$ cat config.mk
export PLATFORM = sky130hd
export DESIGN_NAME = lcd_ctrl
export DESIGN_NICKNAME = d
export VERILOG_FILES = /design/src/rtl/lcd_ctrl.sv
export SDC_FILE = /design/constraint.sdc
export NUM_CORES = 1
export LEC_CHECK = 0
export CAP_MARGIN = 20
export CORE_UTILIZATION = 25
export CTS_BUF_LIST = sky130_fd_sc_hd__clkbuf_8
export DETAILED_ROUTE_END_ITERATION = 10
export PLACE_DENSITY = 0.52
export SLEW_MARGIN = 40
export SYNTH_ARGS = -nofsm -noshare
export SYNTH_HDL_FRONTEND = slang
export SYNTH_SLANG_ARGS = --single-unit
$ cat constraint.sdc
create_clock -name i_clk -period 5 [get_ports i_clk]
set_input_delay 0.5 -clock i_clk [delete_from_list [all_inputs] [get_ports i_clk]]
set_output_delay 0.5 -clock i_clk [all_outputs]
set_load 0.01 [all_outputs]
$ cat src/rtl/lcd_ctrl.sv
// lcd_ctrl: write-only HD44780 character-LCD controller.
//
// After reset it waits POWERUP_CYC cycles, then sends the fixed init
// sequence 0x38, 0x0C, 0x01, 0x06 (function set, display on, clear,
// entry mode). It then accepts user bytes one at a time. Each byte is
// strobed onto the bus as SETUP -> EN_HI -> HOLD -> WAIT. Clear/home
// commands get the long execution wait.
//
// Handshake: o_rdy is high only in IDLE. A request is taken on any rising
// edge where i_vld && o_rdy. i_vld while o_rdy is low is ignored, with no
// queueing.
//
// Ports:
//   i_clk        clock, rising edge
//   i_reset      asynchronous active-low reset
//   i_vld        request valid
//   i_rs         0 = command, 1 = data
//   i_data[7:0]  byte to write
//   o_rdy        ready to accept (IDLE)
//   o_init_done  power-on init sequence complete (sticky until reset)
//   o_lcd_on     LCD power enable
//   o_lcd_en     HD44780 enable strobe (registered)
//   o_lcd_rs     HD44780 register select
//   o_lcd_rw     HD44780 read/write, tied to write
//   o_lcd_data   HD44780 data bus
//
// All *_CYC parameters must be >= 1.
module lcd_ctrl #(
  parameter int POWERUP_CYC   = 750000,
  parameter int SETUP_CYC     = 2,
  parameter int EN_CYC        = 25,
  parameter int HOLD_CYC      = 2,
  parameter int WAIT_CYC      = 2000,
  parameter int LONG_WAIT_CYC = 82000
) (
  input  logic       i_clk,
  input  logic       i_reset,
  input  logic       i_vld,
  input  logic       i_rs,
  input  logic [7:0] i_data,
  output logic       o_rdy,
  output logic       o_init_done,
  output logic       o_lcd_on,
  output logic       o_lcd_en,
  output logic       o_lcd_rs,
  output logic       o_lcd_rw,
  output logic [7:0] o_lcd_data
);

  localparam logic [2:0] S_PWRUP   = 3'd0;
  localparam logic [2:0] S_INIT_LD = 3'd1;
  localparam logic [2:0] S_IDLE    = 3'd2;
  localparam logic [2:0] S_SETUP   = 3'd3;
  localparam logic [2:0] S_EN_HI   = 3'd4;
  localparam logic [2:0] S_HOLD    = 3'd5;
  localparam logic [2:0] S_WAIT    = 3'd6;

  localparam int MAX_A   = (POWERUP_CYC > SETUP_CYC) ? POWERUP_CYC : SETUP_CYC;
  localparam int MAX_B   = (EN_CYC > HOLD_CYC) ? EN_CYC : HOLD_CYC;
  localparam int MAX_C   = (WAIT_CYC > LONG_WAIT_CYC) ? WAIT_CYC : LONG_WAIT_CYC;
  localparam int MAX_AB  = (MAX_A > MAX_B) ? MAX_A : MAX_B;
  localparam int MAX_CYC = (MAX_AB > MAX_C) ? MAX_AB : MAX_C;
  localparam int CW      = (MAX_CYC > 1) ? $clog2(MAX_CYC) : 1;

  logic [2:0]    r_state;
  logic [2:0]    w_next;
  logic [CW-1:0] r_cnt;
  logic          w_last;
  logic          w_timed;
  logic [1:0]    r_k;
  logic          r_init_done;
  logic          r_lcd_en;
  logic          r_lcd_rs;
  logic [7:0]    r_lcd_data;
  logic          r_lcd_on;
  logic          w_accept;
  logic          w_long;
  logic [7:0]    w_init_byte;

  assign w_accept = (r_state == S_IDLE) && i_vld;

  // Clear (0x01) and return-home (0x02/0x03) take far longer to execute.
  assign w_long = !r_lcd_rs &&
                  (r_lcd_data == 8'h01 || r_lcd_data == 8'h02 || r_lcd_data == 8'h03);

  always_comb begin
    w_init_byte = 8'h38;
    case (r_k)
      2'd0:    w_init_byte = 8'h38;
      2'd1:    w_init_byte = 8'h0C;
      2'd2:    w_init_byte = 8'h01;
      default: w_init_byte = 8'h06;
    endcase
  end

  // w_last marks the final cycle of a timed state. w_timed selects states
  // whose dwell is counted by r_cnt.
  always_comb begin
    w_next  = r_state;
    w_last  = 1'b0;
    w_timed = 1'b0;
    case (r_state)
      S_PWRUP: begin
        w_timed = 1'b1;
        w_last  = (r_cnt == CW'(POWERUP_CYC - 1));
        if (w_last) w_next = S_INIT_LD;
      end
      S_INIT_LD: w_next = S_SETUP;
      S_IDLE:    if (w_accept) w_next = S_SETUP;
      S_SETUP: begin
        w_timed = 1'b1;
        w_last  = (r_cnt == CW'(SETUP_CYC - 1));
        if (w_last) w_next = S_EN_HI;
      end
      S_EN_HI: begin
        w_timed = 1'b1;
        w_last  = (r_cnt == CW'(EN_CYC - 1));
        if (w_last) w_next = S_HOLD;
      end
      S_HOLD: begin
        w_timed = 1'b1;
        w_last  = (r_cnt == CW'(HOLD_CYC - 1));
        if (w_last) w_next = S_WAIT;
      end
      S_WAIT: begin
        w_timed = 1'b1;
        w_last  = w_long ? (r_cnt == CW'(LONG_WAIT_CYC - 1))
                         : (r_cnt == CW'(WAIT_CYC - 1));
        if (w_last) begin
          if (!r_init_done && r_k != 2'd3) w_next = S_INIT_LD;
          else                             w_next = S_IDLE;
        end
      end
      default: w_next = S_PWRUP;
    endcase
  end

  always_ff @(posedge i_clk or negedge i_reset) begin
    if (!i_reset) begin
      r_state     <= S_PWRUP;
      r_cnt       <= '0;
      r_k         <= 2'd0;
      r_init_done <= 1'b0;
      r_lcd_en    <= 1'b0;
      r_lcd_rs    <= 1'b0;
      r_lcd_data  <= 8'h00;
      r_lcd_on    <= 1'b0;
    end else begin
      r_state  <= w_next;
      r_lcd_on <= 1'b1;
      r_cnt    <= (w_timed && !w_last) ? r_cnt + CW'(1) : '0;
      // Enable is decoded from the next state and registered, so the strobe is glitch-free.
      r_lcd_en <= (w_next == S_EN_HI);
      if (r_state == S_INIT_LD) begin
        r_lcd_rs   <= 1'b0;
        r_lcd_data <= w_init_byte;
      end else if (w_accept) begin
        r_lcd_rs   <= i_rs;
        r_lcd_data <= i_data;
      end
      if (r_state == S_WAIT && w_last && !r_init_done) begin
        if (r_k == 2'd3) r_init_done <= 1'b1;
        else             r_k         <= r_k + 2'd1;
      end
    end
  end

  assign o_rdy       = (r_state == S_IDLE);
  assign o_init_done = r_init_done;
  assign o_lcd_on    = r_lcd_on;
  assign o_lcd_en    = r_lcd_en;
  assign o_lcd_rs    = r_lcd_rs;
  assign o_lcd_rw    = 1'b0;
  assign o_lcd_data  = r_lcd_data;

endmodule

==> impl_metrics.tcl, run 1 <==
set metrics [dict create \
    crit_type "reg -> out" \
    pin_count 26 \
    synth_top_family_by_area "simple AND/OR/NAND/NOR gates" \
    finalSetupViolCount 0 \
    netlist_instances 231 \
    dr_total_vias 1672 \
    yosysSeqAreaShare_pct 43.5 \
    fin_total_pwr_w 0.000623 \
    ys_types 42 \
    first_iter_violations 44 \
    cts_tree "built" \
    grt_pass1_wl_mm 8.10 \
    p_seq_share_pct 48.0 \
    final_util_pct 31.5 \
    area_growth_pct 21.6 \
    ys_warn_count 0 \
    core_region_area_um2 8220 \
    antenna_found_initial 0 \
    yosys.area_share.simple_pct 32.4 \
    synth-seq-cells 37 \
    r2r_setup_slack_ns 2.65 \
    cts_setup_buffers 0 \
    worstSkewPairLatency_ns 0.29 \
    synth_area_leaders "dfrtp_1 43%, nor3_1 6.6%, nand2_1 5.3%" \
    netlist_area_um2 2130 \
    pwr_density_cell_nw_per_um2 241 \
    vias_per_cell 4.67 \
    overflow 0 \
    drv_slew 0 \
    grt.met1_usage_pct 15.0 \
    synth.net_count 251 \
    yosys.area.top_type "dfrtp_1" \
    die_w_um 94.3 \
    fin_crit_ns 2.40 \
    drive_gt1_share_pct 7.11 \
    reg2reg_from "r_cnt[7]$_DFF_PN0_" \
    grt_pass1_vias 1665 \
    crit_path_end_kind "output pin" \
    synth_edf_count 0 \
    hold_viol 0 \
    switchingPower_w 0.000118 \
    ff2ff_path_depth 6 \
    r2r-end "r_cnt[8]$_DFF_PN0_" \
    layout_commonest_cell "dfrtp_1" \
    ant_nets 0 \
    maxSlewHeadroom_pct 60.0 \
    gr-usage-met2_pct 19.4 \
    yosysTopAreaCellShare_pct 43.5 \
    gp_congestion 0.753 \
    max-vdd-ir-drop_v 0.000113 \
    die-area_um2 8890 \
    first_pass_iters 4 \
    fmax_mhz 417 \
    required_ns 4.50 \
    totalWireLength_mm 4.75 \
    drv_cap 0 \
    grt_busiest_layer "met2" \
    combPwrFrac_pct 2.6 \
    dpl.hpwl_mm 3.40 \
    crit_start "r_state[0]$_DFF_PN0_" \
    rsz0062_at_grt "no" \
    fin_crit_sh_pct 47.9 \
    hold_path.class "in -> async" \
    ctsResizeCount 0 \
    clock_sinks 37 \
    synthXorXnorAreaFrac_pct 7.81 \
    grt_max_degree 38 \
    p_int_w 0.000506 \
    critPathMaxFanout 12 \
    layout_common_cells "37 x dfrtp_1, 30 x nand2_1, 28 x nor3_1" \
    synthMuxAreaShare_pct 1.47 \
    portBuffers 24 \
    grt_usage_pct 11.6 \
    synth_compound_area_share_pct 5.70 \
    holdBufCountCts 0 \
    clkPwrFrac_pct 49.4 \
    worst_pin_slew_ns 0.595 \
    drc 0 \
    synthFlopType "dfrtp_1" \
    initial_core_util_pct 25.9 \
    switching_share_pct 18.9 \
    post_synth.cell_area_avg_um2 9.22 \
    n_fill_cell 863 \
    numCtsBuffers 5 \
    diodes 0 \
    use_met3_pct 2.91 \
    status "finished clean" \
    root_buffer "clkbuf_8" \
    post_drt_wl_per_cell_um 13.3 \
    p_leak_nw 1.09 \
    clockBufferDepth 2 \
    synthAdderAreaFrac_pct 4.70 \
    arrival_ns 1.90 \
    async_flop_share_pct 100 \
    critPathLaunchType "flip-flop" \
    fin_skew_ns 0.00689 \
    clk_pin_slew_ns 0.07 \
    placementRows 33 \
    die_y_um 94.3 \
    layout.nets 272 \
    finalSetupTns_ns 0 \
    htree_levels 2 \
]
logic make-up (layout without fill, tap and decap cells):
group / count (synthesis) / count (layout)
AOI/OAI and AO/OA: 18 / 18
xor gates and xnor gates: 19 / 19
adders and majority gates: 8 / 8
buffers and inverters: 17 / 39
DFF: 37 / 37
muxes: 3 / 3
other: 2 / 2
and+or+nand+nor: 127 / 127
power by group through the flow:
| stage | logic, W | registers, W | clock network, W |
|---|---|---|---|
| after floorplan | 0.00000107 | 0.000306 | 0 |
| after global placement | 0.0000166 | 0.000305 | 0 |
| after detailed placement | 0.0000167 | 0.000305 | 0 |
| after CTS | 0.0000169 | 0.000299 | 0.000317 |
| after global routing | 0.0000181 | 0.000299 | 0.000330 |
| final | 0.0000159 | 0.000299 | 0.000308 |
flip-flops by register name, indices dropped and copies added (netlist names):
register and flops:
r_cnt 20, o_init_done 1, o_lcd_data 8, r_state 3, o_lcd_en 1, o_lcd_rs 1
r_k 2, o_lcd_on 1
stage by stage:
stage	hold WS (ns)	instances	setup slack, ns	instance area, µm²
after global placement	0.529	349	2.61	2440
after floorplan	0.204	231	3.08	2130
after CTS	0.191	357	2.51	2580
after global routing	0.206	358	2.44	2590
final	0.161	358	2.60	2590
after detailed placement	0.509	349	2.53	2440
per-layer routing:
metal	share of wire, %	vias up
li1	-	843
met1	47	791
met2	47	33
met3	5.3	5
met4	0.48	0
met5	0	-
area by class of cell:
class / instances / area, µm² / share of cell area [%]
Multi-Input combinational cell: 177 / 1120 / 43.4
Clock inverter: 3 / 65.1 / 2.51
Timing Repair Buffer: 26 / 256 / 9.91
Clock buffer: 5 / 68.8 / 2.66
Inverter: 5 / 18.8 / 0.725
Tap cell: 105 / 131 / 5.07
Sequential cell: 37 / 926 / 35.8
how the worst max path moves through the flow:
stage | to | depth (start not counted)
finish | o_rdy | 3
global route | o_rdy | 3
CTS | r_cnt[15]$_DFF_PN0_ | 5
detailed placement | r_cnt[15]$_DFF_PN0_ | 5
global placement | r_cnt[16]$_DFF_PN0_ | 7
floorplan | r_cnt[19]$_DFF_PN0_ | 8
synth_stat cells, types with 2 or more instances:
| cell type | count |
|---|---|
| nand2_1 | 30 |
| or4_1 | 2 |
| nand4_1 | 7 |
| buf_6 | 2 |
| nor2b_1 | 3 |
| mux2i_1 | 2 |
| xor2_1 | 8 |
| a31oi_1 | 6 |
| nand3_1 | 11 |
| and3_1 | 6 |
| conb_1 | 2 |
| ha_1 | 8 |
| clkbuf_1 | 6 |
| xnor2_1 | 11 |
| dfrtp_1 | 37 |
| or3_1 | 2 |
| inv_1 | 5 |
| nor2_1 | 15 |
| nor4_4 | 2 |
| buf_2 | 3 |
| nor3_1 | 28 |
| nand2b_1 | 3 |
| a21oi_1 | 5 |
| nor4_1 | 4 |
| and2_1 | 5 |
| nor3b_1 | 2 |
worst max-delay path, cell delays in order, from the launching register on:
cell             delay [ns]
dfrtp_1                0.52
nand2b_1               0.22
nor2_1                 0.26
clkdlybuf4s50_1        0.60
No activity file was read; power rests on OpenSTA's default activity.
==> run 2: changes to the inputs <==
Clock period 5 ns to 2.3 ns, I/O delays scaled along.
==> run 2 against run 1 <==
Die area did not move; count of clock-buffer cells in the layout did not move; register-to-register slack got worse by 2.5 ns; via count rose by 2.1%; worst hold slack improved by 0.28 ns; critical path type is now reg -> reg; global-route usage rose by 0.80 points; core utilization rose by 0.94 points; first-iteration DRC count rose by 75%; final area rose by 3.0%.
==> impl_metrics.tcl, run 2 (same netlist as run 1, synthesis figures left out) <==
set metrics [dict create \
    die_y_um 94.3 \
    clock_sinks 37 \
    clkPwrFrac_pct 49.4 \
    layout_commonest_cell "dfrtp_1" \
    largest_register_ffs 20 \
    drive_gt1_share_pct 9.58 \
    finalSetupViolCount 0 \
    htree_levels 2 \
    grt_max_degree 38 \
    totalWireLength_mm 4.91 \
    pin_count 26 \
    first_pass_iters 4 \
    regMostFlops "r_cnt" \
    fin_crit_ns 2.11 \
    critPathLaunchType "flip-flop" \
    fmax_mhz 473 \
    hold_slack_ns 0.443 \
    grt_usage_pct 12.4 \
    rsz0062_at_grt "no" \
    post_drt_wl_per_cell_um 13.4 \
    p_seq_share_pct 48.0 \
    max_stage_delay_ns 0.44 \
    diodes 0 \
    drv_slew 0 \
    status "finished clean" \
    hold_path.class "in -> async" \
    antenna_found_initial 0 \
    clk_pin_slew_ns 0.08 \
    root_buffer "clkbuf_8" \
    layout.nets 280 \
    arrival_ns 2.28 \
    grt_pass1_vias 1798 \
    critPathMaxFanout 6 \
    portBuffers 24 \
    fin_skew_ns 0.00668 \
    combPwrFrac_pct 2.6 \
    finalSetupTns_ns 0 \
    die_w_um 94.3 \
    core_region_area_um2 8220 \
    ant_nets 0 \
    die-area_um2 8890 \
    first_iter_violations 77 \
    clockBufferDepth 2 \
    numCtsBuffers 5 \
    cts_tree "built" \
    hold_viol 0 \
    vias_per_cell 4.66 \
    area_growth_pct 25.2 \
    worstSkewPairLatency_ns 0.29 \
    fin_crit_sh_pct 91.9 \
    crit_path_end_kind "flip-flop" \
    required_ns 2.47 \
    switching_share_pct 18.9 \
    dr_total_vias 1707 \
    p_leak_nw 1.15 \
    switchingPower_w 0.000256 \
    placementRows 33 \
    fin_total_pwr_w 0.00136 \
    crit_type "reg -> reg" \
    p_int_w 0.00110 \
    overflow 0 \
    dpl.hpwl_mm 3.64 \
    pwr_density_cell_nw_per_um2 509 \
    grt_pass1_wl_mm 8.47 \
    max-vdd-ir-drop_v 0.000286 \
    gp_congestion 0.753 \
    drv_cap 0 \
    drc 0 \
    cpMaxStageDelayCell "dfrtp_1" \
    path_cells "ha_1 -> nand3_1 -> nor3_1 -> nand4_1 -> nor3_4 -> mux2_1" \
    layout_common_cells "37 x dfrtp_1, 30 x nand2_1, 28 x nor3_1" \
    initial_core_util_pct 25.9 \
]
## run 2: changes by cell type in the layout (fill, tap and decap cells not counted), sizes merged
cell,before,now
dlygate4sd3,0,1
buf,3,10
## run 2: stage by stage
stage	setup slack, ns	instances	area (µm²)	util (%)
floorplan	0.383	231	2130	-
detailed placement	0.128	356	2510	30.5
global route	0.0272	366	2670	32.5
finish	0.186	366	2670	32.5
CTS	0.111	365	2650	32.3
global placement	0.129	356	2510	30.5
## run 2: routing by layer
layer	wire, µm	vias to the layer above	GRT usage [%]
met2	2390	37	22.0
met3	216	7	2.75
li1	-	862	-
met4	45	0	3.08
met1	2260	801	14.9
met5	0	-	0
## run 2: critical path: cells and delay by family (launching register included)
| kind | cells | cell delay [ns] |
|---|---|---|
| adders and majority gates | 1 | 0.24 |
| and+or+nand+nor | 4 | 0.97 |
| DFF | 1 | 0.44 |
| muxes | 1 | 0.35 |
## run 2: layout make-up
cell class,count,area [µm²]
clock buffers,5,68.8
clock inverters,3,65.1
fillers,855,5550
inverters,5,18.8
multi-input cells,177,1130
flip-flops and latches,37,926
well taps,105,131
repair buffers,34,328
## run 2: worst paths after layout
check / from / to / slack, ns / cells after the start
setup reg to reg: r_cnt[0]$_DFF_PN0_ / r_k[1]$_DFFE_PN0P_ / 0.19 / 6
min in group i_clk: i_data[7] / o_lcd_data[7]$_DFFE_PN0P_ / 0.48 / 3
hold reg to reg: o_lcd_data[7]$_DFFE_PN0P_ / o_lcd_data[7]$_DFFE_PN0P_ / 0.55 / 2
hold / removal: i_reset / o_lcd_data[1]$_DFFE_PN0P_ / 0.44 / 2
max in group asynchronous: i_reset / r_cnt[18]$_DFF_PN0_ / 1.53 / 2
setup / recovery: r_cnt[0]$_DFF_PN0_ / r_k[1]$_DFFE_PN0P_ / 0.19 / 6
## run 2: timing repair
action / 4_1_cts / 5_1_grt
setup endpoints to repair: 0 / 1
hold buffers: 1 / 0
gates resized for setup: 0 / 1
endpoints found under the hold margin: 37 / 0
setup buffers: 0 / 1
## run 2: power by group through the flow
stage                logic (W)  registers [W]  clock network (W)
floorplan           0.00000232       0.000665                  0
global placement     0.0000356       0.000664                  0
detailed placement   0.0000358       0.000664                  0
CTS                  0.0000375       0.000651           0.000691
global route         0.0000404       0.000651           0.000715
finish               0.0000356       0.000651           0.000670
